File: src/rtl/jam_cost_if.sv
// ============================================================================
// Module   : jam_cost_if
// Brief    : Load stream and search-engine lookup/result signals of the jam
//            cost server, with master (engine/loader) and slave (server) views.
// Revision : 1.0 - initial release
// ============================================================================
`default_nettype none

interface jam_cost_if #(
    parameter int COST_W = 7
);
    logic              ld_valid;
    logic              ld_ready;
    logic [COST_W-1:0] ld_data;
    logic              jam_rst;
    logic [2:0]        W;
    logic [2:0]        J;
    logic [COST_W-1:0] Cost;
    logic              Valid;
    logic [9:0]        MinCost;
    logic [3:0]        MatchCount;

    modport master (
        output ld_valid, ld_data, W, J, Valid, MinCost, MatchCount,
        input  ld_ready, jam_rst, Cost
    );

    modport slave (
        input  ld_valid, ld_data, W, J, Valid, MinCost, MatchCount,
        output ld_ready, jam_rst, Cost
    );
endinterface

`default_nettype wire

File: src/rtl/jam_cost_server.sv
// ============================================================================
// Module   : jam_cost_server
// Brief    : Loads an 8x8 cost matrix, releases the search engine, serves
//            zero-latency cost lookups, captures the result; watchdog on SERVE.
//            Optional macro CYCLE_REPORT_EN adds res_cycles / overflow outputs.
// Revision : 1.0 - initial release
// ============================================================================
`default_nettype none

module jam_cost_server #(
    parameter int          COST_W  = 7,
    parameter logic [19:0] TIMEOUT = 20'd1000000
) (
    input  wire logic        CLK,
    input  wire logic        RST,
    input  wire logic        clr,
    jam_cost_if.slave        bus,
    output logic             done,
    output logic             err,
    output logic [9:0]       res_min_cost,
    output logic [3:0]       res_match_count
`ifdef CYCLE_REPORT_EN
    ,
    output logic [19:0]      res_cycles,
    output logic             overflow
`endif
);

    localparam logic [1:0]  S_LOAD    = 2'd0;
    localparam logic [1:0]  S_RELEASE = 2'd1;
    localparam logic [1:0]  S_SERVE   = 2'd2;
    localparam logic [1:0]  S_DONE    = 2'd3;
    localparam logic [19:0] CNT_MAX   = 20'hFFFFF;

    logic [1:0]        state_q, state_d;
    logic [5:0]        idx_q, idx_d;
    logic [19:0]       cnt_q, cnt_d;
    logic              done_q, done_d;
    logic              err_q, err_d;
    logic              jam_rst_q, jam_rst_d;
    logic [9:0]        min_q, min_d;
    logic [3:0]        mc_q, mc_d;
    logic [COST_W-1:0] mem_q [64];

    logic              w_accept;
    logic              w_timeout;
    logic [19:0]       w_cnt_inc;

`ifdef CYCLE_REPORT_EN
    logic [19:0]       cyc_q, cyc_d;
    logic              ovf_q, ovf_d;
`endif

    // clr wins over a simultaneous load word, so a cleared cycle never writes
    assign w_accept  = (state_q == S_LOAD) && bus.ld_valid && !clr;
    assign w_cnt_inc = (cnt_q == CNT_MAX) ? cnt_q : cnt_q + 20'd1;
    assign w_timeout = (w_cnt_inc >= TIMEOUT);

    always_ff @(posedge CLK or posedge RST) begin
        if (RST) begin
            state_q <= S_LOAD;
        end else begin
            state_q <= state_d;
        end
    end

    always_comb begin
        state_d = state_q;
        if (clr) begin
            state_d = S_LOAD;
        end else begin
            case (state_q)
                S_LOAD:    if (w_accept && (idx_q == 6'd63)) state_d = S_RELEASE;
                S_RELEASE: state_d = S_SERVE;
                S_SERVE:   if (bus.Valid || w_timeout) state_d = S_DONE;
                S_DONE:    state_d = S_DONE;
                default:   state_d = S_LOAD;
            endcase
        end
    end

    always_comb begin
        bus.ld_ready = (state_q == S_LOAD);
        bus.jam_rst  = jam_rst_q;
        bus.Cost     = (state_q == S_SERVE) ? mem_q[{bus.W, bus.J}] : '0;
    end

    always_comb begin
        idx_d     = idx_q;
        cnt_d     = cnt_q;
        done_d    = done_q;
        err_d     = err_q;
        min_d     = min_q;
        mc_d      = mc_q;
        jam_rst_d = (state_d != S_SERVE);
`ifdef CYCLE_REPORT_EN
        cyc_d     = cyc_q;
        ovf_d     = ovf_q;
`endif
        if (clr) begin
            idx_d  = 6'd0;
            cnt_d  = 20'd0;
            done_d = 1'b0;
            err_d  = 1'b0;
`ifdef CYCLE_REPORT_EN
            cyc_d  = 20'd0;
            ovf_d  = 1'b0;
`endif
        end else begin
            case (state_q)
                S_LOAD: begin
                    if (w_accept) idx_d = idx_q + 6'd1;
                end
                S_RELEASE: begin
                    cnt_d = 20'd0;
                end
                S_SERVE: begin
                    cnt_d = w_cnt_inc;
                    // a result arriving on the timeout cycle still counts as success
                    if (bus.Valid) begin
                        done_d = 1'b1;
                        err_d  = 1'b0;
                        min_d  = bus.MinCost;
                        mc_d   = bus.MatchCount;
                    end else if (w_timeout) begin
                        done_d = 1'b1;
                        err_d  = 1'b1;
                    end
`ifdef CYCLE_REPORT_EN
                    if (w_cnt_inc == CNT_MAX) ovf_d = 1'b1;
                    if (bus.Valid || w_timeout) cyc_d = w_cnt_inc;
`endif
                end
                default: ;
            endcase
        end
    end

    always_ff @(posedge CLK or posedge RST) begin
        if (RST) begin
            idx_q     <= 6'd0;
            cnt_q     <= 20'd0;
            done_q    <= 1'b0;
            err_q     <= 1'b0;
            jam_rst_q <= 1'b1;
            min_q     <= 10'd0;
            mc_q      <= 4'd0;
`ifdef CYCLE_REPORT_EN
            cyc_q     <= 20'd0;
            ovf_q     <= 1'b0;
`endif
        end else begin
            idx_q     <= idx_d;
            cnt_q     <= cnt_d;
            done_q    <= done_d;
            err_q     <= err_d;
            jam_rst_q <= jam_rst_d;
            min_q     <= min_d;
            mc_q      <= mc_d;
`ifdef CYCLE_REPORT_EN
            cyc_q     <= cyc_d;
            ovf_q     <= ovf_d;
`endif
        end
    end

    // Matrix storage is deliberately left out of reset
    always_ff @(posedge CLK) begin
        if (w_accept) mem_q[idx_q] <= bus.ld_data;
    end

    assign done            = done_q;
    assign err             = err_q;
    assign res_min_cost    = min_q;
    assign res_match_count = mc_q;
`ifdef CYCLE_REPORT_EN
    assign res_cycles      = cyc_q;
    assign overflow        = ovf_q;
`endif

endmodule

`default_nettype wire

File: src/flat_wrapper.sv
// flat-port wrapper written by rule: the top's interface ports become plain ports
module jam_cost_server_flat 
#(
    parameter int          COST_W  = 7,
    parameter logic [19:0] TIMEOUT = 20'd1000000
)
  (CLK, RST, clr, done, err, res_min_cost, res_match_count, bus_ld_valid, bus_ld_data, bus_W, bus_J, bus_Valid, bus_MinCost, bus_MatchCount, bus_ld_ready, bus_jam_rst, bus_Cost);
  jam_cost_if #(.COST_W(COST_W)) bus_i ();
  input  wire logic CLK;
  input  wire logic RST;
  input  wire logic clr;
  output logic done;
  output logic err;
  output logic [9:0] res_min_cost;
  output logic [3:0] res_match_count;
  input wire logic [$bits(bus_i.ld_valid)-1:0] bus_ld_valid;
  input wire logic [$bits(bus_i.ld_data)-1:0] bus_ld_data;
  input wire logic [$bits(bus_i.W)-1:0] bus_W;
  input wire logic [$bits(bus_i.J)-1:0] bus_J;
  input wire logic [$bits(bus_i.Valid)-1:0] bus_Valid;
  input wire logic [$bits(bus_i.MinCost)-1:0] bus_MinCost;
  input wire logic [$bits(bus_i.MatchCount)-1:0] bus_MatchCount;
  output wire logic [$bits(bus_i.ld_ready)-1:0] bus_ld_ready;
  output wire logic [$bits(bus_i.jam_rst)-1:0] bus_jam_rst;
  output wire logic [$bits(bus_i.Cost)-1:0] bus_Cost;
  assign bus_i.ld_valid = bus_ld_valid;
  assign bus_i.ld_data = bus_ld_data;
  assign bus_i.W = bus_W;
  assign bus_i.J = bus_J;
  assign bus_i.Valid = bus_Valid;
  assign bus_i.MinCost = bus_MinCost;
  assign bus_i.MatchCount = bus_MatchCount;
  assign bus_ld_ready = bus_i.ld_ready;
  assign bus_jam_rst = bus_i.jam_rst;
  assign bus_Cost = bus_i.Cost;
  jam_cost_server #(.COST_W(COST_W), .TIMEOUT(TIMEOUT)) u_core (.CLK(CLK), .RST(RST), .clr(clr), .bus(bus_i), .done(done), .err(err), .res_min_cost(res_min_cost), .res_match_count(res_match_count));
endmodule
File: config.mk
export PLATFORM = sky130hd
export DESIGN_NAME = jam_cost_server_flat
export DESIGN_NICKNAME = d
export VERILOG_FILES = /design/src/rtl/jam_cost_if.sv /design/src/rtl/jam_cost_server.sv /design/src/flat_wrapper.sv
export SDC_FILE = /design/constraint.sdc
export NUM_CORES = 1
export LEC_CHECK = 0
export BUFFER_PORTS_ARGS = -buffer_cell sky130_fd_sc_hd__buf_4
export CAP_MARGIN = 5
export CORE_ASPECT_RATIO = 1.4
export CORE_MARGIN = 4
export CORE_UTILIZATION = 47
export DETAILED_ROUTE_END_ITERATION = 7
export HOLD_SLACK_MARGIN = 0.03
export PLACE_DENSITY_LB_ADDON = 0.2
export SLEW_MARGIN = 30
export SYNTH_ARGS = -nofsm -noshare
export SYNTH_HDL_FRONTEND = slang
export SYNTH_SLANG_ARGS = --single-unit
File: constraint.sdc
create_clock -name CLK -period 3.1 [get_ports CLK]
set_clock_uncertainty 0.2 [all_clocks]
set_input_delay 0.155 -clock CLK [delete_from_list [all_inputs] [get_ports CLK]]
set_output_delay 0.155 -clock CLK [all_outputs]
set_load 0.02 [all_outputs]
==> impl_metrics.env <==
export IMPL_fin_crit_ns=3.142
export IMPL_ys_seq_area_frac=0.7367
export IMPL_setup_slack_ns=-0.04161
export IMPL_irDropWorstVdd_mv=0.4339
export IMPL_crit_type="register to primary output"
export IMPL_antenna_found_initial=1
export IMPL_vias=9943
export IMPL_p_per_area_nw_per_um2=585.7
export IMPL_yosys_warnings=0
export IMPL_fin_util=0.5627
export IMPL_cp_max_fo=1
export IMPL_switching_share=0.2038
export IMPL_n_fill_cell=3149
export IMPL_gr_total_overflow=0
export IMPL_required_ns=2.74
export IMPL_synth_top_area_frac=0.6797
export IMPL_clk_pin_slew_ns=0.06
export IMPL_cts_buffers=46
export IMPL_drt_wl_total_um=42780
export IMPL_area_delta_synth_final_pct=17.71
export IMPL_drc=0
export IMPL_drtAntennaViolNets=0
export IMPL_p_switching_uw=2780
export IMPL_nets=1200
export IMPL_layout_commonest_cell="edfxtp_1"
export IMPL_critPathArrivalTime_ns=2.79
export IMPL_cts_setup_buffers=0
export IMPL_clock_sinks=493
export IMPL_core_um2=41400
export IMPL_synth_edff_count=448
export IMPL_grt_util_all_layers=0.1911
export IMPL_drive_gt1_frac=0.3250
export IMPL_synth_area_leader_cell="edfxtp_1"
export IMPL_endpoint_kind="primary output"
export IMPL_drt_iter0_drc=996
export IMPL_placed_cell_area_um2=21470
export IMPL_comb_power_share=0.052
export IMPL_die_h_um=250.8
export IMPL_holdCritPathClass="input port to register"
export IMPL_fin_total_pwr_uw=13640
export IMPL_first_pass_iters=5
export IMPL_avgViaCountPerCell=5.705
export IMPL_synth_async_reset_ratio=0.09128
export IMPL_slew_viol_final=0
export IMPL_fin_area_um2=23300
export IMPL_tns_ns=-0.1119
export IMPL_rsz0062_at_grt="true"
export IMPL_ys_top_cells_by_area="edfxtp_1 (68%), mux4_2 (17%), dfrtp_1 (5.6%), nor2_1 (1.6%), mux2_2 (0.80%)"
export IMPL_worstSkewPairLatency_ns=0.55
export IMPL_cts_buffer_depth=3
export IMPL_p_leak_uw=0.007704
export IMPL_regArea_um2=14580
export IMPL_globalplace_congestion=0.7883
export IMPL_intPower_uw=10860
export IMPL_netlist_area_um2=19790
export IMPL_num_io_pins=57
export IMPL_wl_per_cell_um=24.54
export IMPL_cp_start_kind="register"
export IMPL_worst_pin_slew_ns=0.8263
export IMPL_die_area_um2=45500
export IMPL_power_frac_seq=0.535
export IMPL_fmax_ghz=0.3183
export IMPL_dominantRegCellSynth="edfxtp_1"
export IMPL_min_period_over_period=1.013
export IMPL_final_cell_mix="edfxtp_1 (448), mux4_2 (147), buf_4 (130), nor2_1 (86), clkbuf_16 (47)"
export IMPL_multi_input_area_um2=4966
export IMPL_failed_checks="setup timing"
export IMPL_synth_net_count=1033
export IMPL_first_global_vias=10500
export IMPL_met2_length_um=22260
export IMPL_power_frac_clock=0.414
export IMPL_holdWs_ns=0.1825
export IMPL_m1WireLength_um=17250
export IMPL_place_hpwl_um=27000
export IMPL_synth_cells=999
export IMPL_synth_seq_cells=493
export IMPL_cts_htree_levels=2
export IMPL_grt_pass1_wl_um=65570
export IMPL_initial_utilization=0.4781
export IMPL_clock_root_buffer="clkbuf_16"
export IMPL_portBuffers=56
export IMPL_setup_viol=6
export IMPL_syn_area_per_cell_um2=19.81
export IMPL_status="complete, but fails checks"
export IMPL_antenna_cells=0
export IMPL_cts_tree="yes"
export IMPL_highest_layer="met5"
export IMPL_synthDistinctLibCells=49
export IMPL_dieWidth_um=181.4
export IMPL_hold_violations=0
export IMPL_slew_headroom=0.4478
export IMPL_maxCapViolCount=0
export IMPL_route_met3_wl_um=2263
export IMPL_grt_max_degree=65
export IMPL_rows=88
flip-flops by register name, indices dropped and copies added (netlist names):
register and cells:
u_core.cnt_q 20, u_core.res_min_cost 10, u_core.bus.jam_rst 1, u_core.mem_q 448, u_core.res_match_count 4, u_core.state_q 2, u_core.idx_q 6, u_core.err 1
u_core.done 1
kinds of logic (layout without fill, tap and decap cells):
group / Yosys count / count (layout) / share of synthesized area
compound gates: 79 / 79 / 0.02421
xor+xnor: 9 / 9 / 0.003983
fa+ha+maj: 2 / 2 / 0.001264
buf+inv: 63 / 267 / 0.01328
flops: 493 / 493 / 0.7367
mux: 164 / 164 / 0.1768
simple gates: 189 / 189 / 0.04381
per-layer routing:
| metal | up-vias | global-route usage |
|---|---|---|
| met2 | 290 | 0.3294 |
| met4 | 2 | 0.05085 |
| met5 | - | 0 |
| li1 | 4424 | - |
| met1 | 5156 | 0.2579 |
| met3 | 71 | 0.02938 |
per-stage QoR:
stage / cells / worst slack, ns
6_report: 1743 / -0.04161
4_1_cts: 1743 / -0.08258
5_1_grt: 1743 / -0.1118
3_3_place_gp: 1631 / 0.1526
2_1_floorplan: 999 / 0.2274
3_5_place_dp: 1631 / 0.1472
path summary, 6_finish.rpt:
check                                                       from                                    end  slack [ns]  depth (start not counted)
setup reg to reg                     u_core.cnt_q[0]$_DFFE_PP0P_            u_core.state_q[0]$_DFF_PP0_        0.31                          8
min in group asynchronous                                    RST     u_core.res_min_cost[8]$_DFFE_PP0P_        0.59                          4
max in group asynchronous                                    RST           u_core.bus.jam_rst$_DFF_PP1_        1.31                          5
setup / recovery                   u_core.mem_q[61][4]$_DFFE_PP_                            bus_Cost[4]       -0.04                          5
hold / removal                                 bus_MatchCount[2]  u_core.res_match_count[2]$_DFFE_PP0P_        0.18                          3
hold reg to reg            u_core.res_match_count[1]$_DFFE_PP0P_  u_core.res_match_count[1]$_DFFE_PP0P_        0.31                          1
power groups by stage:
| stage | logic, uW | clock network, uW | registers (uW) |
|---|---|---|---|
| 3_3_place_gp | 683 | 0 | 7430 |
| 2_1_floorplan | 354 | 0 | 7450 |
| 6_report | 703 | 5650 | 7290 |
| 4_1_cts | 720 | 5780 | 7290 |
| 5_1_grt | 755 | 6080 | 7290 |
| 3_5_place_dp | 690 | 0 | 7440 |
synth_stat cells (8+ instances only):
master and count:
edfxtp_1 448, mux4_2 147, nor2_1 86, dfrtp_1 44, nand2_1 40, o21ai_0 28, clkbuf_1 25, a21oi_1 20
buf_1 19, mux2_2 14, nand4_1 10, buf_2 9, and2_1 8
final cells by class:
class / count / area share
clock buffer: 56 / 0.05279
clock inverter: 29 / 0.01214
inverter: 7 / 0.001128
multi-input combinational: 443 / 0.2132
sequential: 493 / 0.6258
tap: 540 / 0.02900
timing repair buffer: 175 / 0.06595
critical path: stages (launching register included):
cell	delay (ns)
edfxtp_1	0.37
mux4_2	0.52
mux4_2	0.55
mux4_2	0.51
and2_4	0.16
buf_6	0.12
repair_timing:
action | 4_1_cts | 5_1_grt
hold endpoints to repair | 527 | 0
gates resized for setup | 14 | 0
endpoints found under the setup margin | 7 | 7
hold buffers | 27 | 0
pin swaps | 7 | 0
No activity file was read; power rests on OpenSTA's default activity.
